--- src/rtl/wisc_pkg.sv ---
// Shared definitions for the 16-bit WISC pipeline front end.
// Holds the opcodes used by the redirect/flush logic, the PC width,
// the branch condition codes, and the fetch halt state encoding.
package wisc_pkg;

    localparam int unsigned PC_W    = 16;
    localparam int unsigned OP_W    = 4;
    localparam int unsigned CC_W    = 3;
    localparam int unsigned IMM9_W  = 9;
    localparam int unsigned DCNT_W  = 4;

    localparam logic [OP_W-1:0] OP_B   = 4'b1100;
    localparam logic [OP_W-1:0] OP_BR  = 4'b1101;
    localparam logic [OP_W-1:0] OP_HLT = 4'b1111;

    // Branch condition codes (instruction bits [11:9]), evaluated by the flush block
    localparam logic [CC_W-1:0] CC_NEQ  = 3'b000;
    localparam logic [CC_W-1:0] CC_EQ   = 3'b001;
    localparam logic [CC_W-1:0] CC_GT   = 3'b010;
    localparam logic [CC_W-1:0] CC_LT   = 3'b011;
    localparam logic [CC_W-1:0] CC_GTE  = 3'b100;
    localparam logic [CC_W-1:0] CC_LTE  = 3'b101;
    localparam logic [CC_W-1:0] CC_OVFL = 3'b110;
    localparam logic [CC_W-1:0] CC_UNC  = 3'b111;

    typedef enum logic [1:0] {
        ST_RUN    = 2'd0,
        ST_DRAIN  = 2'd1,
        ST_HALTED = 2'd2
    } fetch_state_e;

endpackage

--- src/rtl/branch_target_calc.sv ---
// Branch target computation for B (PC-relative) and BR (register) forms.
// Ports: is_br selects BR; imm9 is the B offset field in halfwords;
// pc_plus2 is PC+2 of the branch; rs_value is the BR register value;
// target_c is the combinational 16-bit target (wraps mod 2^16).
module branch_target_calc
    import wisc_pkg::*;
(
    input  logic              is_br,
    input  logic [IMM9_W-1:0] imm9,
    input  logic [PC_W-1:0]   pc_plus2,
    input  logic [PC_W-1:0]   rs_value,
    output logic [PC_W-1:0]   target_c
);

    logic [PC_W-1:0] offset;

    // Sign-extend the 9-bit halfword offset and scale it to bytes
    assign offset = {{(PC_W-IMM9_W-1){imm9[IMM9_W-1]}}, imm9, 1'b0};

    assign target_c = is_br ? rs_value : PC_W'(pc_plus2 + offset);

endmodule

--- src/rtl/fetch_redirect.sv ---
// Fetch redirect: owns the architectural PC, applies taken branches from ID
// (immediately, or deferred while instruction memory is busy), and drains
// the pipeline after HLT before raising a sticky halted flag.
// Ports: clk/rst (sync, active-high); stall, imem_ready; ID-stage
// id_valid/id_instruction/id_pc_plus2/id_rs_value; take_branch decision;
// outputs pc (registered), pc_plus2, if_id_flush (combinational), halted.
module fetch_redirect
    import wisc_pkg::*;
#(
    parameter logic [PC_W-1:0] RESET_PC     = 16'h0000,
    parameter int unsigned     DRAIN_CYCLES = 3
) (
    input  logic            clk,
    input  logic            rst,
    input  logic            stall,
    input  logic            imem_ready,
    input  logic            id_valid,
    input  logic [15:0]     id_instruction,
    input  logic [PC_W-1:0] id_pc_plus2,
    input  logic [PC_W-1:0] id_rs_value,
    input  logic            take_branch,
    output logic [PC_W-1:0] pc,
    output logic [PC_W-1:0] pc_plus2,
    output logic            if_id_flush,
    output logic            halted
);

    fetch_state_e      state_q, state_d;
    logic [PC_W-1:0]   pc_q, pc_d;
    logic [PC_W-1:0]   pend_tgt_q, pend_tgt_d;
    logic              pend_valid_q, pend_valid_d;
    logic [DCNT_W-1:0] cnt_q, cnt_d;
    logic              halted_q, halted_d;

    logic [OP_W-1:0]   opcode;
    logic              is_b, is_br, is_hlt;
    logic              in_run;
    logic              redirect;
    logic              hlt_accept;
    logic [PC_W-1:0]   target;
    logic              unused_cc;

    // Condition code is consumed by the flush block, not here
    assign unused_cc = ^id_instruction[11:9];

    assign opcode = id_instruction[15:12];
    assign is_b   = (opcode == OP_B);
    assign is_br  = (opcode == OP_BR);
    assign is_hlt = (opcode == OP_HLT);
    assign in_run = (state_q == ST_RUN);

    // take_branch is re-qualified so a stray flush never moves the PC
    assign redirect   = in_run & id_valid & (is_b | is_br) & take_branch & ~stall;
    assign hlt_accept = in_run & id_valid & is_hlt & ~stall & ~redirect & ~pend_valid_q;

    branch_target_calc u_target (
        .is_br    (is_br),
        .imm9     (id_instruction[IMM9_W-1:0]),
        .pc_plus2 (id_pc_plus2),
        .rs_value (id_rs_value),
        .target_c (target)
    );

    // Next PC, pending redirect and halt-drain sequencing
    always_comb begin
        state_d      = state_q;
        pc_d         = pc_q;
        pend_tgt_d   = pend_tgt_q;
        pend_valid_d = pend_valid_q;
        cnt_d        = cnt_q;
        halted_d     = halted_q;

        case (state_q)
            ST_RUN: begin
                if (redirect) begin
                    if (imem_ready) begin
                        pc_d         = target;
                        pend_valid_d = 1'b0;
                    end else begin
                        // Newest redirect replaces any older pending one
                        pend_tgt_d   = target;
                        pend_valid_d = 1'b1;
                    end
                end else if (pend_valid_q && imem_ready && !stall) begin
                    pc_d         = pend_tgt_q;
                    pend_valid_d = 1'b0;
                end else if (hlt_accept) begin
                    state_d = ST_DRAIN;
                    cnt_d   = DCNT_W'(DRAIN_CYCLES - 1);
                end else if (!stall && imem_ready) begin
                    pc_d = PC_W'(pc_q + PC_W'(2));
                end
            end
            ST_DRAIN: begin
                // Fixed-length drain, independent of stall and imem_ready
                if (cnt_q == '0) begin
                    state_d  = ST_HALTED;
                    halted_d = 1'b1;
                end else begin
                    cnt_d = cnt_q - DCNT_W'(1);
                end
            end
            ST_HALTED: begin
            end
            default: begin
                state_d = ST_RUN;
            end
        endcase
    end

    always_ff @(posedge clk) begin
        if (rst) begin
            state_q      <= ST_RUN;
            pc_q         <= RESET_PC;
            pend_tgt_q   <= '0;
            pend_valid_q <= 1'b0;
            cnt_q        <= '0;
            halted_q     <= 1'b0;
        end else begin
            state_q      <= state_d;
            pc_q         <= pc_d;
            pend_tgt_q   <= pend_tgt_d;
            pend_valid_q <= pend_valid_d;
            cnt_q        <= cnt_d;
            halted_q     <= halted_d;
        end
    end

    assign pc          = pc_q;
    assign pc_plus2    = PC_W'(pc_q + PC_W'(2));
    assign halted      = halted_q;
    assign if_id_flush = ~rst & (redirect | pend_valid_q | hlt_accept | ~in_run);

endmodule

--- config.mk ---
export PLATFORM = sky130hd
export DESIGN_NAME = fetch_redirect
export DESIGN_NICKNAME = d
export VERILOG_FILES = /design/src/rtl/wisc_pkg.sv /design/src/rtl/branch_target_calc.sv /design/src/rtl/fetch_redirect.sv
export SDC_FILE = /design/constraint.sdc
export NUM_CORES = 1
export LEC_CHECK = 0
export ABC_AREA = 0
export BUFFER_PORTS_ARGS = -buffer_cell sky130_fd_sc_hd__buf_4
export CAP_MARGIN = 20
export CORE_ASPECT_RATIO = 1.75
export CORE_MARGIN = 5
export CORE_UTILIZATION = 39
export CTS_BUF_LIST = sky130_fd_sc_hd__clkbuf_4 sky130_fd_sc_hd__clkbuf_8
export DETAILED_ROUTE_END_ITERATION = 16
export SETUP_SLACK_MARGIN = 0.3
export SYNTH_ARGS = -nofsm -noshare
export SYNTH_HDL_FRONTEND = slang
export SYNTH_HIERARCHICAL = 1
export SYNTH_SLANG_ARGS = --single-unit
--- constraint.sdc ---
create_clock -name clk -period 2.7 [get_ports clk]
set_input_delay 0.135 -clock clk [delete_from_list [all_inputs] [get_ports clk]]
set_output_delay 0.135 -clock clk [all_outputs]
set_load 0.01 [all_outputs]
==> results.sh, run 1 <==
export IMPL_vias_per_cell=5.84
export IMPL_antenna_found_initial=0
export IMPL_critPathKind="in -> reg"
export IMPL_hold_buffers=0
export IMPL_power_uw=1590
export IMPL_swShare=0.331
export IMPL_ios=88
export IMPL_cts_sinks=40
export IMPL_critical_path_max_fanout=3
export IMPL_syn_nets=502
export IMPL_syn2layout_area_growth_pct=22.8
export IMPL_wl_per_cell_um=16.4
export IMPL_track_usage=0.188
export IMPL_synth_seq_cells=40
export IMPL_fillers=833
export IMPL_setup_viol=0
export IMPL_max_cap_viol_count=0
export IMPL_overflow=0
export IMPL_yosys_warnings=6
export IMPL_tightestPinTransition_ns=0.760
export IMPL_rows=44
export IMPL_postSynthCellCount=430
export IMPL_power_leakage_uw=0.00168
export IMPL_first_iter_violations=211
export IMPL_combPwrFrac=0.328
export IMPL_pwr_share_seq=0.408
export IMPL_final_setup_tns_ns=0
export IMPL_die_x_um=79.4
export IMPL_max_clock_freq_ghz=0.473
export IMPL_grt_pass1_wl_um=16000
export IMPL_switching_power_uw=524
export IMPL_utilization=0.489
export IMPL_cp_data_required_time_ns=2.91
export IMPL_root_buffer="clkbuf_8"
export IMPL_die_h_um=131
export IMPL_place_congestion=0.898
export IMPL_fin_nets=575
export IMPL_antenna_left=0
export IMPL_pre_cts_slack_ns=0.215
export IMPL_io_buffer_count=84
export IMPL_setup_ws_ns=0.586
export IMPL_hp_class="in -> reg"
export IMPL_dp_cells=588
export IMPL_vias=3482
export IMPL_peakVddDrop_mv=0.170
export IMPL_core_um2=8260
export IMPL_grt_max_degree=43
export IMPL_diodes=0
export IMPL_synth_area_um2=3290
export IMPL_async_flop_share=0
export IMPL_die_area_um2=10400
export IMPL_multiInputGateArea_um2=2290
export IMPL_fin_crit_ns=2.11
export IMPL_slew_viol_final=0
export IMPL_cts_buffer_depth=2
export IMPL_p_per_area_nw_per_um2=393
export IMPL_pwr_share_clk=0.264
export IMPL_hold_viol=0
export IMPL_routed_wirelength_um=9760
export IMPL_final_seq_area_um2=801
export IMPL_synth_cell_type_count=67
export IMPL_critPathLaunchType="input port"
export IMPL_fin_cells=596
export IMPL_synth_edf_count=0
export IMPL_cts_tree="yes"
export IMPL_grt_setup_unrepaired="no"
export IMPL_fin_crit_sh=0.783
export IMPL_ys_seq_area_frac=0.244
export IMPL_avgSynthCellArea_um2=7.64
export IMPL_slew_headroom=0.493
export IMPL_cts_max_level=2
export IMPL_start_util=0.398
export IMPL_end_kind="flop"
export IMPL_cts_buffers=5
export IMPL_layout_drive_gt1_share=0.224
export IMPL_synthFlopType="dfxtp_1"
export IMPL_p_int_uw=1060
export IMPL_grt_pass1_vias=3370
export IMPL_outcome="completed"
export IMPL_drcViolationCount=0
export IMPL_fin_worst_skew_ns=0.00856
export IMPL_clkLatencyLatePin_ns=0.30
export IMPL_drtPass1Iterations=5
export IMPL_path_clk_slew_ns=0.08
export IMPL_hpwlAfterDp_um=7890
export IMPL_cp_arrival_ns=2.33
==> final timing paths <==
| path | startpoint | end | slack, ns | depth (start not counted) |
|---|---|---|---|---|
| hold / removal | id_rs_value[1] | pend_tgt_q[1] | 0.23 | 4 |
| setup reg to reg | state_q[0] | pend_tgt_q[5] | 0.63 | 5 |
| hold reg to reg | halted | halted | 0.45 | 2 |
| setup / recovery | id_pc_plus2[1] | pc[11] | 0.59 | 11 |
==> power by group through the flow <==
| stage | sequential (uW) | clock [uW] | combinational, uW |
|---|---|---|---|
| floorplan | 656 | 0 | 341 |
| global placement | 658 | 0 | 514 |
| detailed placement | 660 | 0 | 521 |
| CTS | 646 | 433 | 523 |
| global route | 651 | 461 | 578 |
| finish | 646 | 419 | 521 |
==> cell families (layout without fill, tap and decap cells) <==
kind of cell               count (synthesis)  count (layout)  share of synthesized area
and+or+nand+nor                          171             171                      0.263
DFF                                       40              40                      0.244
AOI/OAI and AO/OA                        129             129                      0.267
adders and majority gates                 18              18                     0.0708
xor gates and xnor gates                  18              18                     0.0480
buffers and inverters                     39             113                     0.0609
muxes                                     15              15                     0.0464
==> area by class of cell <==
class                      count  share of cell area
clock buffer                   6              0.0205
clock inverter                 2             0.00248
inverter                      12              0.0112
multi-input combinational    351               0.566
sequential                    40               0.198
tap                           92              0.0285
timing repair buffer          93               0.173
==> cell usage in the layout, fill, tap and decap left out, drive strengths merged, types with 8 or more instances in the layout <==
cell,n
mux2i,13
xnor2,9
buf,93
nor3,15
a211oi,11
nor4,8
nor2,52
xor2,9
a21oi,34
nand2,42
nand3,11
inv,12
dfxtp,40
o21ai,31
ha,17
==> stage by stage <==
stage | area (um^2) | hold WS [ns]
global placement | 3950 | 0.441
floorplan | 3290 | 0.320
finish | 4040 | 0.227
detailed placement | 3950 | 0.448
CTS | 4040 | 0.225
global route | 4040 | 0.253
==> state kept, by name (all words and copies together), names as in the netlist <==
| name | count |
|---|---|
| state_q | 2 |
| halted | 1 |
| cnt_q | 4 |
| pend_tgt_q | 16 |
| pc | 16 |
| pend_valid_q | 1 |
==> timing repair <==
item,4_1_cts,5_1_grt
endpoints found under the setup margin,0,1
resized for setup,0,1
setup buffers,0,0
==> worst max-delay path, cell delays in order <==
cell and delay, ns:
buf_4 0.08, ha_1 0.18, inv_1 0.06, fa_1 0.40, nor2b_1 0.21, o2111ai_1 0.16
a21boi_1 0.33, nor3_1 0.08, o31ai_1 0.35, nor2_1 0.10, o31ai_1 0.23
==> metal layers <==
metal  vias up  track usage  wire length (um)
met1      1610        0.206              3710
met4         0        0.105               425
met2       122        0.339              5190
met5         -            0                 0
li1       1720            -                 -
met3        30       0.0240               425
==> cell usage after synthesis (2+ instances only) <==
cell type  instances  area share
o311a_1            2      0.0061
o21a_1             5       0.011
nor2b_1            5      0.0095
buf_4              4      0.0091
nand3_1           11       0.017
mux2_2             2      0.0069
nor4_1             8       0.015
mux2i_1           13       0.040
nand4bb_1          2      0.0069
xor2_1             9       0.024
o31a_1             3      0.0080
o2111a_1           2      0.0069
dfxtp_1           40        0.24
o211ai_1           5       0.011
buf_2              6      0.0091
o21ai_0           26       0.040
a21oi_1           33       0.050
o32ai_1            4       0.011
a211o_1            2      0.0053
a21o_1             6       0.014
nand2b_1           7       0.013
buf_6              4       0.014
o221a_2            2      0.0069
o31ai_1            4      0.0091
nand4_1            4      0.0076
nand3b_1           5       0.011
inv_1             12       0.014
ha_1              17       0.065
o21ai_1            5      0.0076
a211oi_1          10       0.023
nor3_1            15       0.023
nor2_1            50       0.057
nand2_1           42       0.048
o211a_1            3      0.0091
xnor2_1            9       0.024
nor3b_1            3      0.0069
a21boi_0           2      0.0046
or4_1              3      0.0069
and3_1             7       0.013
clkbuf_1          11       0.013
(Power assumes the default switching activity.)
==> inputs of run 2 (changes only) <==
- ABC_AREA: 0 -> 1
- clock period: 2.7 -> 1.78 ns (I/O delays scaled with it)
==> run 2 against run 1 <==
Critical endpoint is now pc_plus2[9]. First-iteration DRC count decreased by 32%. Combinational power is 71% higher. Largest power group unchanged. Cell area is 27% higher. Largest cell class unchanged. Via count up 17%. Synthesized area rose by 6.6%.
==> results.sh, run 2 <==
export IMPL_outcome="completed"
export IMPL_layout_drive_gt1_share=0.323
export IMPL_synth_area_top_cells="nand2_1 23%, dfxtp_1 23%, inv_1 9.4%"
export IMPL_vias_per_cell=4.88
export IMPL_fin_crit_sh=0.909
export IMPL_combPwrFrac=0.333
export IMPL_hp_class="in -> reg"
export IMPL_grt_pass1_vias=3763
export IMPL_cts_max_level=2
export IMPL_power_leakage_uw=0.00256
export IMPL_multiInputGateArea_um2=2620
export IMPL_cp_arrival_ns=1.53
export IMPL_synth_cell_type_count=34
export IMPL_synth_top_cells_by_count="215 x nand2_1, 88 x inv_1, 54 x nor2_1"
export IMPL_clkLatencyLatePin_ns=0.30
export IMPL_p_per_area_nw_per_um2=519
export IMPL_pwr_share_seq=0.357
export IMPL_tightestPinTransition_ns=0.457
export IMPL_fin_crit_ns=1.62
export IMPL_hold_viol=0
export IMPL_final_area_um2=5140
export IMPL_met3_usage=0.0226
export IMPL_critical_path_max_fanout=6
export IMPL_swShare=0.317
export IMPL_track_usage=0.184
export IMPL_path_clk_slew_ns=0.08
export IMPL_grt_max_degree=35
export IMPL_whs_ns=0.166
export IMPL_grt_pass1_wl_um=16100
export IMPL_ios=88
export IMPL_io_buffer_count=84
export IMPL_place_congestion=0.891
export IMPL_slew_viol_final=0
export IMPL_avgSynthCellArea_um2=5.79
export IMPL_grt_setup_unrepaired="yes"
export IMPL_max_cap_viol_count=0
export IMPL_cts_buffers=5
export IMPL_antenna_left=0
export IMPL_timing_rr_start="pc[2]"
export IMPL_start_util=0.402
export IMPL_crit_buf_inv=1
export IMPL_die_x_um=81.7
export IMPL_cts_sinks=40
export IMPL_syn2layout_area_growth_pct=46.8
export IMPL_rows=45
export IMPL_use_met1=0.192
export IMPL_postPlaceCellArea_um2=4250
export IMPL_drtPass1Iterations=4
export IMPL_cp_data_required_time_ns=1.69
export IMPL_cts_buffer_depth=2
export IMPL_hpwlAfterDp_um=8030
export IMPL_routed_wirelength_um=11100
export IMPL_synthFlopType="dfxtp_1"
export IMPL_antenna_found_initial=0
export IMPL_critPathKind="reg -> out"
export IMPL_die_h_um=135
export IMPL_yosys_warnings=6
export IMPL_setup_viol=0
export IMPL_use_met2=0.347
export IMPL_yosys_cell_count_top_type="nand2_1"
export IMPL_die_area_um2=11100
export IMPL_wl_per_cell_um=13.2
export IMPL_final_cell_mix="197 x nand2_1, 108 x buf_4, 85 x inv_1"
export IMPL_fillers=865
export IMPL_synth_seq_cells=40
export IMPL_max_clock_freq_ghz=0.618
export IMPL_rr_worst_depth=12
export IMPL_switching_power_uw=845
export IMPL_critPathLaunchType="flop"
export IMPL_cp_cell_sequence="ha_4 > nand2_4 > nor2_4 > nand2_2 > xor2_2 > buf_4"
export IMPL_crit_path_start="pc[2]"
export IMPL_crit_path_top_delay_cell="dfxtp_4"
export IMPL_slew_headroom=0.695
export IMPL_ys_seq_area_frac=0.228
export IMPL_postSynthCellCount=605
export IMPL_final_common_cell="nand2_1"
export IMPL_drcViolationCount=0
export IMPL_pwr_share_clk=0.310
export IMPL_synth_top_area_share=0.230
export IMPL_peakVddDrop_mv=0.315
export IMPL_diodes=0
export IMPL_grt_busiest_layer="met2"
export IMPL_root_buffer="clkbuf_8"
export IMPL_fin_nets=792
export IMPL_p_int_uw=1820
export IMPL_vias=4087
export IMPL_cpLargestDelayFamily="flip-flops"
export IMPL_min_from="id_pc_plus2[0]"
export IMPL_fin_worst_skew_ns=0.00362
export IMPL_first_iter_violations=144
export IMPL_core_um2=8730
export IMPL_cts_tree="yes"
export IMPL_synth_largest_area_cell="nand2_1"
export IMPL_min_path_cells=5
export IMPL_syn_nets=677
export IMPL_async_flop_share=0
export IMPL_synth_area_um2=3500
export IMPL_slowest_delay_ns=0.37
export IMPL_overflow=0
export IMPL_final_seq_area_um2=815
export IMPL_synth_edf_count=0
export IMPL_crit_cells=6
export IMPL_end_kind="primary output"
## run 2: logic make-up (layout without fill, tap and decap cells)
kind of cell | Yosys count | after routing | share of synthesized area
simple gates | 354 | 355 | 0.439
buf+inv | 111 | 226 | 0.137
compound gates | 75 | 75 | 0.111
flops | 40 | 40 | 0.228
fa+ha+maj | 18 | 18 | 0.0664
xor+xnor | 7 | 7 | 0.0175
## run 2: worst paths after layout
kind	end	slack (ns)
max	pc_plus2[9]	0.16
min	pend_tgt_q[0]	0.17
max reg2reg	pc[4]	0.23
min reg2reg	pend_tgt_q[8]	0.45
## run 2: through the flow
stage                     setup WS, ns  instances  power (uW)  utilization  setup TNS, ns
after floorplan                  0.336        605        1430            -              0
after global placement          0.0226        801        1710        0.487              0
after detailed placement      -0.00944        801        1720        0.487       -0.00944
after CTS                        0.116        826        2580        0.527              0
after global routing            0.0867        838        2840        0.589              0
final                            0.161        838        2670        0.589              0
## run 2: routing by layer
metal | vias to the layer above | wire length [um]
li1 | 2122 | -
met1 | 1838 | 4010
met2 | 98 | 6160
met3 | 29 | 442
met4 | 0 | 453
met5 | - | 0
## run 2: power by group through the flow
stage | clock (uW) | sequential, uW | combinational, uW
global placement | 0 | 973 | 740
floorplan | 0 | 978 | 452
finish | 828 | 953 | 889
global route | 887 | 958 | 991
CTS | 849 | 953 | 782
detailed placement | 0 | 974 | 748
## run 2: repair_timing
item / CTS / global route
setup endpoints to repair: 21 / 50
buffers inserted: 16 / 7
hold buffers: 1 / 0
cloned: 0 / 5
pin swaps: 12 / 34
endpoints found under the hold margin: 2 / 0
gates resized for setup: 30 / 92
## run 2: final cells by class
cell class              instances  area share
well taps                     117      0.0285
flip-flops and latches         40       0.158
multi-input cells             455       0.510
repair buffers                124       0.207
clock buffers                   7      0.0187
clock inverters                 1     0.00584
inverters                      94      0.0713
## run 2: worst min-delay path: stages
cell and delay [ns]:
buf_4 0.07, nand2_1 0.04, nand2_1 0.07, o21ai_1 0.07, a21oi_1 0.10
==> inputs of run 3 (changes only) <==
- CTS_BUF_LIST: sky130_fd_sc_hd__clkbuf_4 sky130_fd_sc_hd__clkbuf_8 -> sky130_fd_sc_hd__clkbuf_4
- PLACE_DENSITY: unset -> 0.73
==> run 3 against run 2 <==
Combinational power down 3.5%. Count of clock-buffer cells in the layout unchanged. Sequential share of layout area up 0.39 points. First-iteration DRC count up 130%. Flip-flop and latch count unchanged. Clock power down 40%. Die area unchanged.
==> results.sh, run 3 (synthesized netlist as in run 2, its figures left out) <==
export IMPL_outcome="completed"
export IMPL_cts_tree="yes"
export IMPL_utilization=0.578
export IMPL_pwr_share_clk=0.215
export IMPL_io_buffer_count=84
export IMPL_final_setup_tns_ns=0
export IMPL_grt_pass1_wl_um=16000
export IMPL_slew_viol_final=0
export IMPL_root_buffer="clkbuf_4"
export IMPL_grt_setup_unrepaired="yes"
export IMPL_peakVddDrop_mv=0.246
export IMPL_path_clk_slew_ns=0.12
export IMPL_cpLargestDelayFamily="simple AND/OR/NAND/NOR gates"
export IMPL_cts_max_level=2
export IMPL_cts_buffer_depth=2
export IMPL_cp_arrival_ns=1.60
export IMPL_grt_max_degree=35
export IMPL_die_area_um2=11100
export IMPL_start_util=0.402
export IMPL_p_int_uw=1490
export IMPL_rows=45
export IMPL_routed_wirelength_um=11300
export IMPL_crit_path_top_delay_cell="dfxtp_2"
export IMPL_min_from="id_pc_plus2[0]"
export IMPL_core_um2=8730
export IMPL_pwr_share_seq=0.414
export IMPL_final_cell_mix="196 x nand2_1, 94 x buf_4, 83 x inv_1"
export IMPL_whs_ns=0.121
export IMPL_hp_class="in -> reg"
export IMPL_multiInputGateArea_um2=2570
export IMPL_first_iter_violations=328
export IMPL_cts_buffers=5
export IMPL_max_clock_freq_ghz=0.591
export IMPL_critPathKind="reg -> out"
export IMPL_cp_cell_sequence="buf_6 > nand2_1 > nor2_4 > buf_6 > nand4_1 > and2_4 > buf_6"
export IMPL_r2r_slack_ns=0.22
export IMPL_cp_common_cell="buf_6"
export IMPL_slew_headroom=0.692
export IMPL_fin_crit_ns=1.69
export IMPL_combPwrFrac=0.370
export IMPL_fin_nets=788
export IMPL_timing_rr_start="state_q[0]"
export IMPL_max_cap_viol_count=0
export IMPL_drcViolationCount=0
export IMPL_vias_per_cell=5.00
export IMPL_fin_worst_skew_ns=0.00189
export IMPL_fillers=840
export IMPL_vias=4173
export IMPL_grt_pass1_vias=3856
export IMPL_critPathLaunchType="flop"
export IMPL_syn2layout_area_growth_pct=43.9
export IMPL_end_kind="primary output"
export IMPL_tightestPinTransition_ns=0.461
export IMPL_crit_path_start="pc[2]"
export IMPL_p_per_area_nw_per_um2=459
export IMPL_critical_path_max_fanout=6
export IMPL_drtPass1Iterations=6
export IMPL_place_congestion=0.900
export IMPL_power_leakage_uw=0.00251
export IMPL_hpwlAfterDp_um=7630
export IMPL_hold_viol=0
export IMPL_final_seq_area_um2=818
export IMPL_switching_power_uw=824
export IMPL_die_h_um=135
export IMPL_slowest_delay_ns=0.38
export IMPL_overflow=0
export IMPL_cts_sinks=40
export IMPL_antenna_found_initial=1
export IMPL_antenna_left=0
export IMPL_layout_drive_gt1_share=0.332
export IMPL_wl_per_cell_um=13.5
export IMPL_clkLatencyLatePin_ns=0.37
export IMPL_swShare=0.356
export IMPL_ios=88
export IMPL_die_x_um=81.7
export IMPL_track_usage=0.180
export IMPL_fin_crit_sh=0.951
export IMPL_cp_data_required_time_ns=1.69
export IMPL_setup_viol=0
export IMPL_crit_buf_inv=3
export IMPL_final_common_cell="nand2_1"
-- run 3: cell count changes in the layout (fill, tap and decap cells not counted), sizes merged --
cell,change
clkinvlp,+1
buf,-4
clkinv,+1
inv,-1
bufinv,-1
diode,+1
-- run 3: final cells by class --
class | instances | share of cell area
tap | 117 | 0.0290
clock buffer | 7 | 0.0104
timing repair buffer | 120 | 0.214
inverter | 94 | 0.0729
multi-input combinational | 455 | 0.511
antenna | 1 | 0.000496
sequential | 40 | 0.162
clock inverter | 1 | 0.000744
-- run 3: per-layer routing --
layer	wire length (um)	share of wire	vias to the layer above	global-route usage
met5	0	0	-	0
met3	532	0.047	27	0.0220
met1	4040	0.36	1891	0.181
li1	-	-	2107	-
met2	6360	0.56	148	0.345
met4	330	0.029	0	0.0933
-- run 3: timing repair --
| action | 4_1_cts | 5_1_grt |
|---|---|---|
| hold endpoints to repair | 6 | 0 |
| setup endpoints to repair | 17 | 39 |
| pin swaps | 17 | 25 |
| gates cloned | 0 | 6 |
| gates resized for setup | 51 | 78 |
| buffers inserted | 15 | 9 |
| hold buffers | 1 | 0 |
-- run 3: path summary, 6_finish.rpt --
kind / end / depth (start not counted)
worst max-delay path: pc_plus2[10] / 7
worst max register to register: pend_tgt_q[7] / 9
worst min register to register: pend_tgt_q[8] / 2
worst min-delay path: pend_tgt_q[0] / 5
-- run 3: power groups by stage --
| stage | Combinational, uW | Sequential, uW | Clock [uW] |
|---|---|---|---|
| after detailed placement | 725 | 973 | 0 |
| after global routing | 957 | 963 | 545 |
| after floorplan | 452 | 978 | 0 |
| after CTS | 762 | 957 | 502 |
| after global placement | 712 | 973 | 0 |
| final | 858 | 959 | 499 |
-- run 3: worst min-delay path, stage by stage --
cell and delay [ns]:
buf_4 0.08, nand2_1 0.04, nand2_1 0.06, o21ai_0 0.08, a21oi_1 0.11
-- run 3: metrics by stage --
stage          setup slack, ns  power, uW  cell area [um^2]  cells
2_1_floorplan            0.336       1430              3510    605
3_3_place_gp           -0.0164       1680              4220    795
3_5_place_dp           -0.0482       1700              4220    795
4_1_cts                 0.0951       2220              4550    819
5_1_grt                 0.0198       2470              5040    835
6_report                0.0879       2320              5040    835
